File: src/rtl/polirv_pkg.sv
// Shared definitions for the polirv instruction-memory loader:
// state encodings, header width and byte-lane constants.
package polirv_pkg;

    localparam int HDR_W  = 16;
    localparam int BYTE_W = 8;
    localparam int WORD_W = 32;

    localparam logic [1:0] LANE0 = 2'd0;
    localparam logic [1:0] LANE1 = 2'd1;
    localparam logic [1:0] LANE2 = 2'd2;
    localparam logic [1:0] LANE3 = 2'd3;

    localparam logic [2:0] S_IDLE = 3'd0;
    localparam logic [2:0] S_HDR0 = 3'd1;
    localparam logic [2:0] S_HDR1 = 3'd2;
    localparam logic [2:0] S_DATA = 3'd3;
    localparam logic [2:0] S_CHK  = 3'd4;
    localparam logic [2:0] S_RUN  = 3'd5;
    localparam logic [2:0] S_ERR  = 3'd6;

    typedef enum logic [2:0] {
        ST_IDLE = S_IDLE,
        ST_HDR0 = S_HDR0,
        ST_HDR1 = S_HDR1,
        ST_DATA = S_DATA,
        ST_CHK  = S_CHK,
        ST_RUN  = S_RUN,
        ST_ERR  = S_ERR
    } state_t;

endpackage

File: src/rtl/imem_array.sv
// Word RAM with an asynchronous read port and a synchronous write port.
// No reset: contents are undefined until written.
module imem_array #(
    parameter int ADDR_BITS = 6,
    parameter int DATA_W    = 32
) (
    input  logic                 clk,
    input  logic                 we,
    input  logic [ADDR_BITS-1:0] waddr,
    input  logic [DATA_W-1:0]    wdata,
    input  logic [ADDR_BITS-1:0] raddr,
    output logic [DATA_W-1:0]    rdata
);

    logic [DATA_W-1:0] r_mem [2**ADDR_BITS];

    // Write one word on the rising edge when enabled
    always_ff @(posedge clk) begin
        if (we) begin
            r_mem[waddr] <= wdata;
        end
    end

    assign rdata = r_mem[raddr];

endmodule

File: src/rtl/imem_loader.sv
// Instruction-memory loader/responder for the polirv core.
// Fills a word RAM from a byte-serial valid/ready stream (count header,
// little-endian words) and holds the core in reset until the image is in.
// Optional trailing checksum byte: define IMEM_LOADER_CHECKSUM_EN.
module imem_loader
    import polirv_pkg::*;
#(
    parameter int i_addr_bits = 6
) (
    input  logic                   clk,
    input  logic                   rst_n,
    input  logic [i_addr_bits-1:0] i_mem_addr,
    output logic [WORD_W-1:0]      i_mem_data,
    input  logic                   ld_start,
    input  logic                   ld_valid,
    input  logic [BYTE_W-1:0]      ld_data,
    output logic                   ld_ready,
    output logic                   core_rst_n,
    output logic                   ld_done,
    output logic                   ld_err
);

    localparam logic [HDR_W-1:0] DEPTH = HDR_W'(2**i_addr_bits);

    state_t                 r_state;
    state_t                 w_next;
    logic [HDR_W-1:0]       r_count;
    logic [i_addr_bits:0]   r_wptr;
    logic [1:0]             r_lane;
    logic [23:0]            r_hold;
`ifdef IMEM_LOADER_CHECKSUM_EN
    logic [BYTE_W-1:0]      r_sum;
`endif
    logic                   r_ready;
    logic                   r_core_rst_n;
    logic                   r_done;
    logic                   r_err;
    logic                   w_ready;
    logic                   w_core_rst_n;
    logic                   w_done;
    logic                   w_err;

    logic                   w_xfer;
    logic [HDR_W-1:0]       w_count;
    logic                   w_count_ok;
    logic                   w_last_word;
    logic                   w_we;

    // A restart pulse wins over a byte offered in the same cycle
    assign w_xfer      = ld_valid && r_ready && !ld_start;
    assign w_count     = {ld_data, r_count[BYTE_W-1:0]};
    assign w_count_ok  = (w_count != '0) && (w_count <= DEPTH);
    assign w_last_word = (HDR_W'(r_wptr) + HDR_W'(1)) == r_count;
    assign w_we        = w_xfer && (r_state == ST_DATA) && (r_lane == LANE3);

    // Next-state selection and decode of the registered status outputs
    always_comb begin
        w_next = r_state;
        if (ld_start) begin
            w_next = ST_HDR0;
        end else if (w_xfer) begin
            case (r_state)
                ST_HDR0: w_next = ST_HDR1;
                ST_HDR1: w_next = w_count_ok ? ST_DATA : ST_ERR;
                ST_DATA: begin
                    if ((r_lane == LANE3) && w_last_word) begin
`ifdef IMEM_LOADER_CHECKSUM_EN
                        w_next = ST_CHK;
`else
                        w_next = ST_RUN;
`endif
                    end
                end
`ifdef IMEM_LOADER_CHECKSUM_EN
                ST_CHK:  w_next = (ld_data == r_sum) ? ST_RUN : ST_ERR;
`endif
                default: w_next = r_state;
            endcase
        end
        w_ready      = (w_next == ST_HDR0) || (w_next == ST_HDR1) ||
                       (w_next == ST_DATA) || (w_next == ST_CHK);
        w_core_rst_n = (w_next == ST_RUN);
        w_done       = (w_next == ST_RUN);
        w_err        = (w_next == ST_ERR);
    end

    // State and status registers; outputs change on the edge entering a state
    always_ff @(posedge clk or negedge rst_n) begin
        if (!rst_n) begin
            r_state      <= ST_IDLE;
            r_ready      <= 1'b0;
            r_core_rst_n <= 1'b0;
            r_done       <= 1'b0;
            r_err        <= 1'b0;
        end else begin
            r_state      <= w_next;
            r_ready      <= w_ready;
            r_core_rst_n <= w_core_rst_n;
            r_done       <= w_done;
            r_err        <= w_err;
        end
    end

    // Header capture, word assembly, write pointer and running checksum
    always_ff @(posedge clk or negedge rst_n) begin
        if (!rst_n) begin
            r_count <= '0;
            r_wptr  <= '0;
            r_lane  <= LANE0;
            r_hold  <= '0;
`ifdef IMEM_LOADER_CHECKSUM_EN
            r_sum   <= '0;
`endif
        end else if (ld_start) begin
            r_wptr  <= '0;
            r_lane  <= LANE0;
`ifdef IMEM_LOADER_CHECKSUM_EN
            r_sum   <= '0;
`endif
        end else if (w_xfer) begin
`ifdef IMEM_LOADER_CHECKSUM_EN
            if (r_state != ST_CHK) begin
                r_sum <= r_sum + ld_data;
            end
`endif
            case (r_state)
                ST_HDR0: r_count[BYTE_W-1:0] <= ld_data;
                ST_HDR1: r_count <= w_count;
                ST_DATA: begin
                    r_lane <= r_lane + 2'd1;
                    case (r_lane)
                        LANE0:   r_hold[7:0]   <= ld_data;
                        LANE1:   r_hold[15:8]  <= ld_data;
                        LANE2:   r_hold[23:16] <= ld_data;
                        default: r_wptr <= r_wptr + (i_addr_bits+1)'(1);
                    endcase
                end
                default: ;
            endcase
        end
    end

    imem_array #(
        .ADDR_BITS (i_addr_bits),
        .DATA_W    (WORD_W)
    ) u_array (
        .clk   (clk),
        .we    (w_we),
        .waddr (r_wptr[i_addr_bits-1:0]),
        .wdata ({ld_data, r_hold}),
        .raddr (i_mem_addr),
        .rdata (i_mem_data)
    );

    assign ld_ready   = r_ready;
    assign core_rst_n = r_core_rst_n;
    assign ld_done    = r_done;
    assign ld_err     = r_err;

endmodule

File: config.mk
export PLATFORM = sky130hd
export DESIGN_NAME = imem_loader
export DESIGN_NICKNAME = d
export VERILOG_FILES = /design/src/rtl/polirv_pkg.sv /design/src/rtl/imem_array.sv /design/src/rtl/imem_loader.sv
export SDC_FILE = /design/constraint.sdc
export NUM_CORES = 2
export LEC_CHECK = 0
export CAP_MARGIN = 10
export CELL_PAD_IN_SITES_DETAIL_PLACEMENT = 1
export CELL_PAD_IN_SITES_GLOBAL_PLACEMENT = 2
export CORE_MARGIN = 1
export CORE_UTILIZATION = 27
export DETAILED_ROUTE_END_ITERATION = 12
export DONT_BUFFER_PORTS = 1
export GPL_ROUTABILITY_DRIVEN = 0
export PLACE_DENSITY = 0.49
export SYNTH_ARGS = -nofsm -noshare
export SYNTH_HDL_FRONTEND = slang
export SYNTH_SLANG_ARGS = --single-unit
File: constraint.sdc
create_clock -name clk -period 3.65 [get_ports clk]
set_input_delay 0.73 -clock clk [delete_from_list [all_inputs] [get_ports clk]]
set_output_delay 0.73 -clock clk [all_outputs]
set_load 0.01 [all_outputs]
# == After elaboration in Yosys (flattened, before gate mapping) ==
# Memory sizes are Yosys's and may differ from the RTL's.
# Cells that the tools add are included.
# totals
register_bits,55
ramBits,2048
in_bits,18
out_inout_bits,36
wordCells,67
mem_count,1
# memory_table
name,words,width,read_ports,rd_clocked_by_memory_dff,write_ports,line_no,source
u_array.r_mem,64,32,1,0,1,imem_array.sv:15,logic [DATA_W-1:0] r_mem [2**ADDR_BITS];
# classes
n_addsub,3
magnitude_cmp,1
eq_ne,14
muxes,14
n_bitwise,1
reduce_logical,22
# op_table
op,n
two-way mux 7 bit,4
equality test 8 x 16 -> 1 bit,1
"<= comparator 16 x 7 -> 1 bit, second input constant",1
nonzero test 16 bit,1
"equality test 3 x 2 -> 1 bit, second input constant",4
two-way mux 3 bit,4
AND reduction 4 bit,3
"equality test 3 bit, second input constant",3
case mux 3 bit (3 select lines),1
AND reduction 3 bit,3
"adder 7 x 1 -> 8 bit, second input constant",1
"adder 7 x 1 -> 7 bit, second input constant",1
"equality test 3 x 1 -> 1 bit, second input constant",2
logical AND 1 bit,6
two-way mux 2 bit,3
"equality test 2 bit, second input constant",2
nonzero test 2 bit,2
logical OR 1 bit,3
OR reduction 3 bit,1
"adder 2 x 1 -> 2 bit, second input constant",1
"equality test 2 x 1 -> 1 bit, second input constant",1
zero test 2 bit,1
two-way mux 1 bit,2
"inequality test 2 x 1 -> 1 bit, second input constant",1
3 further kinds,3

# == Longest topological paths before layout ==
# depth
depth_word,11
ltp_mapped,9
mapped_depth_nobuf,7

# == By module ==
# Synthesis repeated with hierarchy kept, for this count alone.
# hier_totals
cells_unflattened,3508
area_unflattened_um2,80489.7
# by_module_without_submodules
module,n_inst,cells_per_inst,area_each_um2,seq_area_each_um2
imem_array,1,3292,77874.7,61499.0
imem_loader,1,216,2615.0,1376.3

# == Worst setup path after synthesis ==
# No wires, ideal clock.
# synth_path
kind,input port to flip-flop
startpoint,input ld_start
endpoint,"memory u_array.r_mem[23][0], enable pin"
setup_ps,421
arrival_time_ps,3240
required_time_ps,3229
slack_ps,-12
cell_stages,6
path_buffers,1
path_cell_list,nand2b_1 > nor3_1 > nand2_1 > or2_2 > clkbuf_1 > nor2_1
# synth_between
elab_chain_len,6
# synth_rtl
item,line_no,source
"start, declared",imem_loader.sv:14,"input logic ld_start,"
zero test 1 bit,imem_loader.sv:50,assign w_xfer = ld_valid && r_ready && !ld_start;
logical AND 1 bit,imem_loader.sv:50,
logical AND 1 bit (2 in a row),imem_loader.sv:54,assign w_we = w_xfer && (r_state == ST_DATA) && (r_lane == LANE3);
two-way mux 1 bit,imem_array.sv:19,if (we) begin
two-way mux 1 bit (implied by the code),imem_array.sv:20,r_mem[waddr] <= wdata;
"end, declared",imem_array.sv:15,
# Every way passes these cells.

# == Worst setup path after layout ==
# layout_path
startpoint,input i_mem_addr[2]
endpoint,output i_mem_data[7]
# layout_between
elab_chain_len,1
# layout_rtl
item,line_no,source
"start, declared",imem_loader.sv:12,"input logic [i_addr_bits-1:0] i_mem_addr,"
memory read (64 x 32 bit),--,
"end, declared",imem_loader.sv:13,"output logic [WORD_W-1:0] i_mem_data,"
# Every way passes these cells.

==> impl_metrics.env <==
export IMPL_portBuffers=0
export IMPL_crit_path_start_kind="input port"
export IMPL_synth_largest_area_cell="edfxtp_1"
export IMPL_synth_cells=3285
export IMPL_root_buffer="clkbuf_16"
export IMPL_dp_hpwl_um=117000
export IMPL_ys_types=49
export IMPL_rrSetupSlack_ns=0.79
export IMPL_ys_warn_count=0
export IMPL_met2_usage=0.261
export IMPL_fin_hold_ws_ns=0.106
export IMPL_hold_violations=0
export IMPL_skew_ns=0.0795
export IMPL_p_leak_nw=28.6
export IMPL_crit_chain="mux4_2 -> mux4_2 -> a22oi_2 -> nand2_2 -> buf_6"
export IMPL_ff_latch_area_sq_um=62900
export IMPL_grt_max_degree=512
export IMPL_critical_path_top_delay_family="multiplexers"
export IMPL_grt_pass1_wl_um=322000
export IMPL_ant_nets=0
export IMPL_worstMarginPinSlew_ns=1.83
export IMPL_busiest_layer="met2"
export IMPL_max_cap_violations=0
export IMPL_path_class="input port to primary output"
export IMPL_fillers=28688
export IMPL_area_delta_synth_final_pct=19.8
export IMPL_die_h_um=547
export IMPL_num_vias=36578
export IMPL_grt_use_met3=0.0214
export IMPL_critPathCaptureType="primary output"
export IMPL_htreeDepth=4
export IMPL_fin_ws_ns=-0.528
export IMPL_syn_area_per_cell_sq_um=24.4
export IMPL_clock_latency_ns=0.92
export IMPL_cp_num_cells=5
export IMPL_critPathBufInv=1
export IMPL_pwr_density_cell_nw_per_um2=558
export IMPL_cp_endpoint="i_mem_data[7]"
export IMPL_critical_path_arrival_ns=3.45
export IMPL_drt_iter0_drc=3185
export IMPL_start_util=0.272
export IMPL_finalMaxSlewViolations=213
export IMPL_multi_input_area_sq_um=17400
export IMPL_clock_fmax_mhz=239
export IMPL_wire_per_inst_um=30.9
export IMPL_async_flop_share=0.0262
export IMPL_antenna_found_initial=29
export IMPL_setup_viol=30
export IMPL_cts_tree="built"
export IMPL_ys_ff_latch=2103
export IMPL_fin_nets=3632
export IMPL_rsz0062_at_grt="true"
export IMPL_yosys_area_top_type_share=0.766
export IMPL_ir_drop_mv=0.379
export IMPL_clkTransAtPathRegs_ns=0.06
export IMPL_use_met1=0.203
export IMPL_rr_endpoint="u_array.r_mem[63][27]"
export IMPL_wirelength_um=239000
export IMPL_synth_area_leaders="edfxtp_1, mux4_2, dfrtp_1"
export IMPL_cts_buffers=228
export IMPL_worstHoldPathType="input port to flip-flop"
export IMPL_failed_checks="slew limit, setup timing"
export IMPL_post_route_period_util=1.14
export IMPL_grtUsageTotal=0.153
export IMPL_vias_per_cell=4.74
export IMPL_die_area_sq_um=299000
export IMPL_die_x_um=547
export IMPL_ff2ff_path_depth=6
export IMPL_synth_seq_area_share=0.784
export IMPL_cpPeakStageDelay_ns=0.73
export IMPL_num_rows=199
export IMPL_drt_drc_violations_left=0
export IMPL_clk_path_buf_depth=4
export IMPL_slew_headroom=-0.220
export IMPL_drtPass1Iterations=5
export IMPL_slowest_stage="mux4_2"
export IMPL_final_area_sq_um=96100
export IMPL_synth_flop_cell="edfxtp_1"
export IMPL_cp_max_fo=506
export IMPL_grt_pass1_vias=39362
export IMPL_finish_utilization=0.326
export IMPL_syn_area_sq_um=80200
export IMPL_cp_common_cell="mux4_2"
export IMPL_min_delay_start="ld_data[7]"
export IMPL_drive_gt1_frac=0.362
export IMPL_required_ns=2.92
export IMPL_core_area_sq_um=295000
export IMPL_reg2reg_from="r_state[2]"
export IMPL_synth_nets=3308
export IMPL_clkSinkCount=2103
export IMPL_synth_edf_count=2048
export IMPL_ios=54
export IMPL_postPlaceCellArea_sq_um=87100
export IMPL_gr_total_overflow=0
export IMPL_fin_crit_ns=4.18
export IMPL_crit_path_start="i_mem_addr[2]"
export IMPL_outcome="finished, violations left"
layout by cell type, fill, tap and decap left out, types with 4 or more instances in the layout:
master / netlist / final
o21ai_0: 4 / 4
dfrtp_1: 55 / 31
xnor2_1: 10 / 10
nand3_1: 12 / 12
diode_2: 0 / 12
or3_1: 4 / 4
a22oi_1: 76 / 37
buf_12: 0 / 75
clkbuf_1: 74 / 51
nand2_1: 54 / 40
a21oi_1: 9 / 9
clkinv_2: 0 / 31
nand2_2: 0 / 4
buf_4: 13 / 113
xor2_1: 5 / 5
buf_16: 0 / 11
buf_6: 6 / 26
a22oi_2: 0 / 39
ha_1: 5 / 5
clkbuf_16: 0 / 251
bufinv_16: 0 / 23
mux4_2: 628 / 628
or4_1: 5 / 5
clkinvlp_4: 0 / 5
nand2b_1: 5 / 5
nand2_4: 0 / 7
nor2b_1: 10 / 8
dlygate4sd3_1: 0 / 17
edfxtp_1: 2048 / 2048
mux2_2: 40 / 40
nor2_4: 0 / 65
nor2_1: 88 / 23
nand4_1: 5 / 5
clkinv_1: 0 / 56
buf_8: 0 / 5
clkbuf_8: 0 / 4
inv_1: 4 / 4
dfrtp_2: 0 / 24
nor3_1: 6 / 6
repair_timing:
action | CTS | global route
pin swaps | 20 | 7
hold buffers | 30 | 0
gates resized for setup | 72 | 43
hold endpoints to repair | 340 | 0
setup endpoints to repair | 23 | 32
buffers inserted | 0 | 7
cloned | 0 | 33
cell families after synthesis:
family | after synthesis | synth area share
xor+xnor | 15 | 0.00164
flops | 2103 | 0.784
simple gates | 210 | 0.0122
compound gates | 105 | 0.00947
fa+ha+maj | 5 | 0.000780
buf+inv | 177 | 0.0102
mux | 670 | 0.182
worst reg2reg max path: stages (launching register included):
cell and delay (ns):
dfrtp_1 0.39, nand2b_1 0.21, nor3_1 0.47, nand2_1 0.13, or2_2 0.53, nor2_4 0.53
buf_12 0.23
worst min-delay path by stage:
stage,endpoint,slack (ns),cells past startpoint
floorplan,ld_done,0.43,0
CTS,r_hold[15],0.02,1
finish,r_hold[15],0.11,1
global route,r_hold[23],0.06,1
global placement,r_count[13],0.44,0
detailed placement,ld_done,0.44,0
final cells by class:
type / instances / share of cell area
Antenna cell: 12 / 0.000312
Clock buffer: 286 / 0.0627
Clock inverter: 120 / 0.0121
Inverter: 4 / 0.000156
Multi-Input combinational cell: 1005 / 0.181
Sequential cell: 2103 / 0.655
Tap cell: 3919 / 0.0510
Timing Repair Buffer: 267 / 0.0384
power by group:
part	internal (mW)	switching, mW
registers	27.5	0.726
clock network	13.2	9.50
logic	1.16	1.48
through the flow:
step	std cells	TNS [ns]	setup WS [ns]	power, mW
2_1_floorplan	3285	-2.33	-0.0116	29.9
3_3_place_gp	7222	-1.98	-0.443	30.6
3_5_place_dp	7222	-0.313	-0.175	30.7
4_1_cts	7657	-0.739	-0.103	53.8
5_1_grt	7705	-2.94	-0.137	55.2
6_report	7716	-11.69	-0.528	53.6
Yosys cell counts, types with 2 or more instances:
library cell,number
a211oi_1,5
a21oi_1,9
a22oi_1,76
a31oi_1,2
and2_1,3
buf_1,29
buf_2,51
buf_4,13
buf_6,6
clkbuf_1,74
dfrtp_1,55
edfxtp_1,2048
ha_1,5
inv_1,4
mux2_2,40
mux2i_1,2
mux4_2,628
nand2_1,54
nand2b_1,5
nand3_1,12
nand3b_1,3
nand4_1,5
nand4b_1,2
nor2_1,88
nor2b_1,10
nor3_1,6
nor4_1,2
o21ai_0,4
o21ai_1,2
or2_2,2
or3_1,4
or3b_2,2
or4_1,5
xnor2_1,10
xor2_1,5
sequential cells by signal (all words and copies together), names as in the netlist:
register	cells
r_count	16
r_lane	2
r_state	3
r_wptr	7
u_array.r_mem	2048
ld_ready	1
ld_err	1
r_hold	24
ld_done	1
metal layers:
layer	wire [um]	vias up
met5	28	-
met4	5750	4
met3	9590	288
met2	120000	797
met1	103000	20585
li1	-	14904
No activity file was read; power rests on OpenSTA's default activity.
